`src/rtl/muldiv_pkg.sv`:
```
// rtl/muldiv_pkg.sv - shared encodings for the Mult/Div sequencer
package muldiv_pkg;

  typedef enum logic [2:0] {
    S_IDLE  = 3'd0,
    S_START = 3'd1,
    S_WAIT  = 3'd2,
    S_WRITE = 3'd3,
    S_DONE  = 3'd4,
    S_ERR   = 3'd5
  } state_t;

  localparam logic OP_MULT = 1'b0;
  localparam logic OP_DIV  = 1'b1;

  localparam logic SRC_HILO_MULT = 1'b0;
  localparam logic SRC_HILO_DIV  = 1'b1;

  typedef enum logic {
    ERR_DIV0    = 1'b0,
    ERR_TIMEOUT = 1'b1
  } err_t;

endpackage

```
`src/rtl/cycle_watchdog.sv`:
```
// rtl/cycle_watchdog.sv - clearable up-counter flagging the last allowed wait cycle
module cycle_watchdog #(
  parameter int TIMEOUT_CYCLES = 40,
  parameter int CNT_W          = 6
) (
  input  logic clk,
  input  logic reset,
  input  logic clear,
  input  logic enable,
  output logic expired
);

  logic [CNT_W-1:0] cnt;

  // Count enabled cycles; clear has priority so a fresh launch always starts at zero
  always_ff @(posedge clk) begin
    if (reset) begin
      cnt <= '0;
    end else if (clear) begin
      cnt <= '0;
    end else if (enable) begin
      cnt <= cnt + CNT_W'(1);
    end
  end

  // High during the final permitted cycle, so the caller can abort on this edge
  assign expired = (cnt == CNT_W'(TIMEOUT_CYCLES - 1));

endmodule

```
`src/rtl/muldiv_sequencer.sv`:
```
// rtl/muldiv_sequencer.sv - launches Mult or Div, waits for its end flag, commits Hi/Lo
module muldiv_sequencer
  import muldiv_pkg::*;
#(
  parameter int TIMEOUT_CYCLES = 40,
  parameter int CNT_W          = 6
) (
  input  logic clk,
  input  logic reset,
  input  logic req,
  input  logic op,
  input  logic operand_b_zero,
  input  logic mult_end,
  input  logic div_end,
  output logic mult_start,
  output logic div_start,
  output logic src_hilo,
  output logic hilo_write,
  output logic busy,
  output logic done,
  output logic exc_div0,
  output logic exc_timeout
);

  state_t state;
  logic   op_q;
  err_t   err_q;
  logic   expired;
  logic   unit_end;

  // Only the unit that was actually launched may end the wait
  assign unit_end = (op_q == OP_DIV) ? div_end : mult_end;

  cycle_watchdog #(
    .TIMEOUT_CYCLES(TIMEOUT_CYCLES),
    .CNT_W         (CNT_W)
  ) u_watchdog (
    .clk    (clk),
    .reset  (reset),
    .clear  (state == S_START),
    .enable (state == S_WAIT),
    .expired(expired)
  );

  // Sequencing FSM with op and error-cause latches
  always_ff @(posedge clk) begin
    if (reset) begin
      state <= S_IDLE;
      op_q  <= OP_MULT;
      err_q <= ERR_DIV0;
    end else begin
      case (state)
        S_IDLE: begin
          if (req) begin
            op_q <= op;
            if (op == OP_DIV && operand_b_zero) begin
              err_q <= ERR_DIV0;
              state <= S_ERR;
            end else begin
              state <= S_START;
            end
          end
        end
        S_START: state <= S_WAIT;
        S_WAIT: begin
          // An end flag on the final cycle still wins over the watchdog
          if (unit_end) begin
            state <= S_WRITE;
          end else if (expired) begin
            err_q <= ERR_TIMEOUT;
            state <= S_ERR;
          end
        end
        S_WRITE: state <= S_DONE;
        S_DONE:  state <= S_IDLE;
        S_ERR:   state <= S_IDLE;
        default: state <= S_IDLE;
      endcase
    end
  end

  assign mult_start  = (state == S_START) && (op_q == OP_MULT);
  assign div_start   = (state == S_START) && (op_q == OP_DIV);
  assign src_hilo    = ((state == S_START) || (state == S_WAIT) || (state == S_WRITE)) &&
                       (op_q == OP_DIV) ? SRC_HILO_DIV : SRC_HILO_MULT;
  assign hilo_write  = (state == S_WRITE);
  assign busy        = (state != S_IDLE);
  assign done        = (state == S_DONE);
  assign exc_div0    = (state == S_ERR) && (err_q == ERR_DIV0);
  assign exc_timeout = (state == S_ERR) && (err_q == ERR_TIMEOUT);

endmodule

```
`config.mk`:
```
export PLATFORM = sky130hd
export DESIGN_NAME = muldiv_sequencer
export DESIGN_NICKNAME = d
export VERILOG_FILES = /design/src/rtl/muldiv_pkg.sv /design/src/rtl/cycle_watchdog.sv /design/src/rtl/muldiv_sequencer.sv
export SDC_FILE = /design/constraint.sdc
export NUM_CORES = 1
export LEC_CHECK = 0
export ABC_AREA = 0
export BUFFER_PORTS_ARGS = -buffer_cell sky130_fd_sc_hd__buf_2
export CELL_PAD_IN_SITES_DETAIL_PLACEMENT = 2
export CELL_PAD_IN_SITES_GLOBAL_PLACEMENT = 2
export CORE_MARGIN = 5
export CORE_UTILIZATION = 25
export CTS_CLUSTER_DIAMETER = 100
export CTS_CLUSTER_SIZE = 24
export DETAILED_ROUTE_END_ITERATION = 10
export GPL_TIMING_DRIVEN = 0
export HOLD_SLACK_MARGIN = 0.12
export PLACE_DENSITY = 0.64
export SYNTH_ARGS = -nofsm -noshare
export SYNTH_HDL_FRONTEND = slang
export SYNTH_HIERARCHICAL = 1
export SYNTH_SLANG_ARGS = --single-unit
```
`constraint.sdc`:
```
create_clock -name clk -period 2.1 [get_ports clk]
set_input_delay 0.21 -clock clk [delete_from_list [all_inputs] [get_ports clk]]
set_output_delay 0.21 -clock clk [all_outputs]
set_load 0.03 [all_outputs]
```
==> results.py <==
metrics = {
    "synth": {
        "netlist_top_cells_count": "dfxtp_1 (11), nor2_1 (8), a21oi_1 (3), xor2_1 (3)",
        "yosysSeqAreaShare_pct": 37.3,
        "synthMostInstantiatedCell": "dfxtp_1",
        "ys_warn_count": 6,
        "synth_edf_count": 0,
        "syn_inst": 65,
        "ys_ff_latch": 11,
        "synth.area.top_cells": "dfxtp_1 (37%), nor2_1 (5.1%), xor2_1 (4.4%), mux2i_1 (3.4%), a21oi_1 (2.5%)",
        "synth_area_per_cell_um2": 9.09,
        "ys_async_sr_fraction_pct": 0,
        "synth_top_area_share_pct": 37.3,
        "synth_nets": 73,
        "syn_area_um2": 591,
        "post_synth_num_cell_types": 39,
        "synthFlopType": "dfxtp_1",
        "yosys.area.top_type": "dfxtp_1",
    },
    "sta": {
        "slew_violations": 0,
        "fmax_mhz": 566,
        "setup_viol": 0,
        "skew_ns": 0.00696,
        "slew-limit-headroom_pct": 65.3,
        "hold_viol": 0,
        "hold_ws_ns": 0.153,
        "fin_crit_sh_pct": 84.1,
        "rsz0062_at_grt": "no",
        "worst_pin_slew_ns": 0.518,
        "fin_ws_ns": 0.333,
        "min_period_ns": 1.77,
        "tns_ns": 0,
    },
    "critical_path": {
        "path_class": "register to output pin",
        "r2r_slack_ns": 0.43,
        "crit_buf_inv": 2,
        "cp_max_fo": 10,
        "rr_worst_depth": 4,
        "reg2reg_to": "u_watchdog/cnt[5]",
        "worst-path-stages": 4,
        "cp.required_ns": 1.89,
        "path_delay_family": "simple AND/OR/NAND/NOR gates",
        "r2r_start": "state[2]",
        "worstPathArrival_ns": 1.56,
        "crit_path_top_delay_cell": "dfxtp_1",
        "critPathMaxStageDelay_ns": 0.40,
        "cp-start-kind": "register",
        "path_cells": "buf_4 -> nor3b_1 -> and2b_1 -> buf_2",
        "endpoint_kind": "output pin",
    },
    "floorplanning": {
        "fp-row-count": 17,
        "core_um2": 2230,
        "pin_count": 15,
        "dieArea_um2": 3430,
        "initial_utilization_pct": 26.4,
        "die_y_um": 58.6,
        "die_w_um": 58.6,
    },
    "placement": {
        "dp_hpwl_um": 1200,
        "gp_congestion": 0.690,
        "dp_slack_ns": 0.0438,
        "io_buffers": 14,
        "postPlaceCellArea_um2": 696,
    },
    "detailed_routing": {
        "first_pass_iters": 4,
        "route.antenna.remaining_nets": 0,
        "wl_per_cell_um": 13.9,
        "drc_errors": 0,
        "viasPerCell": 4.95,
        "drt_iter0_drc": 4,
        "via_count": 550,
        "wirelength_um": 1540,
    },
    "global_routing": {
        "grt_pass1_vias": 557,
        "antenna_found_initial": 0,
        "overflow": 0,
        "grt_first_pass_wirelength_um": 2590,
        "grt_usage_pct": 9.89,
        "grt_max_degree": 11,
    },
    "cts": {
        "htree_levels": 1,
        "cts_setup_buffers": 0,
        "cts_made_buffers": 3,
        "cts_sinks": 11,
        "clk_pin_slew_ns": 0.08,
        "cts_max_path_buffers": 2,
        "root_buffer": "clkbuf_4",
        "cts_tree": "done",
        "clkLatencyLatePin_ns": 0.27,
    },
    "finish": {
        "nFillCells": 271,
        "final_nets": 92,
        "drive_gt1_share_pct": 30.1,
        "syn2layout_area_growth_pct": 23.1,
        "diodes": 0,
        "finish.utilization_pct": 32.5,
        "final_cell_area_um2": 727,
    },
    "power_and_ir_drop": {
        "peakVddDrop_mv": 0.285,
        "pwr-share-comb_pct": 30.9,
        "clkPwrFrac_pct": 26.3,
        "p_int_uw": 359,
        "p_per_area_nw_per_um2": 765,
        "p_seq_share_pct": 42.8,
        "sw_frac_of_total_pct": 35.4,
        "leakage_uw": 0.000328,
        "p_switching_uw": 197,
    },
    "run": {
        "maxCapViolCount": 0,
    },
    "hold_path": {
        "min_from": "reset",
        "min_to": "op_q",
        "hp-class": "input port to register",
        "hold_depth": 2,
    },
    "run_status": {
        "outcome": "finished clean",
    },
}
[flip-flops by register name (all words and copies together) (netlist names)]
register and cells:
state 3, op_q 1, err_q 1, u_watchdog/cnt 6
[cell type report]
| type | instances | area [um2] | share of cell area, % |
|---|---|---|---|
| Buffer | 3 | 16.3 | 2.24 |
| Multi-Input combinational cell | 49 | 352 | 48.4 |
| Sequential cell | 11 | 220 | 30.3 |
| Inverter | 2 | 7.51 | 1.03 |
| Timing Repair Buffer | 14 | 70.1 | 9.64 |
| Tap cell | 28 | 35.0 | 4.82 |
| Clock buffer | 4 | 26.3 | 3.61 |
[per-layer routing]
metal | track usage (%) | up-vias | part of all wire (%)
met1 | 11.5 | 266 | 43
met4 | 4.85 | 0 | 0.78
met3 | 2.63 | 2 | 5.8
met2 | 16.7 | 10 | 50
li1 | - | 272 | -
met5 | 0 | - | 0
[how the worst max path moves through the flow]
stage,from,to,slack [ns]
floorplan,state[2],exc_div0,0.32
CTS,state[2],u_watchdog/cnt[5],0.03
global placement,state[2],u_watchdog/cnt[5],0.04
finish,state[0],mult_start,0.33
global route,state[0],mult_start,0.16
detailed placement,state[2],u_watchdog/cnt[5],0.04
[cell families (layout without fill, tap and decap cells)]
family | count (synthesis) | in the layout | synth area share [%]
and+or+nand+nor | 30 | 30 | 32.2
AOI/OAI and AO/OA | 12 | 12 | 15.0
DFF | 11 | 11 | 37.3
buffers and inverters | 5 | 23 | 4.02
xor gates and xnor gates | 4 | 4 | 5.93
muxes | 2 | 2 | 3.39
adders and majority gates | 1 | 1 | 2.12
[repair_timing]
action,CTS,global route
hold buffers,0,0
resized for setup,0,1
endpoints found under the setup margin,0,1
[layout by cell type (no fill, tap or decap), types with 2 or more instances in the layout]
master / instances
buf_2: 15
dfxtp_1: 11
nor2_1: 8
a21oi_1: 3
clkbuf_4: 3
xor2_1: 3
inv_1: 2
nor3_1: 2
mux2i_1: 2
clkbuf_1: 2
nand2_1: 2
[power groups by stage]
stage | Clock (uW) | Sequential (uW) | Combinational [uW]
after global routing | 168 | 241 | 190
after detailed placement | 0 | 242 | 174
after floorplan | 0 | 239 | 127
after CTS | 155 | 238 | 175
after global placement | 0 | 242 | 172
final | 146 | 238 | 172
[through the flow]
stage,total power [uW],std cells
floorplan,365,65
global placement,414,107
detailed placement,417,107
CTS,568,111
global route,599,111
finish,556,111
Note: power is estimated with default switching activity, not from simulation.
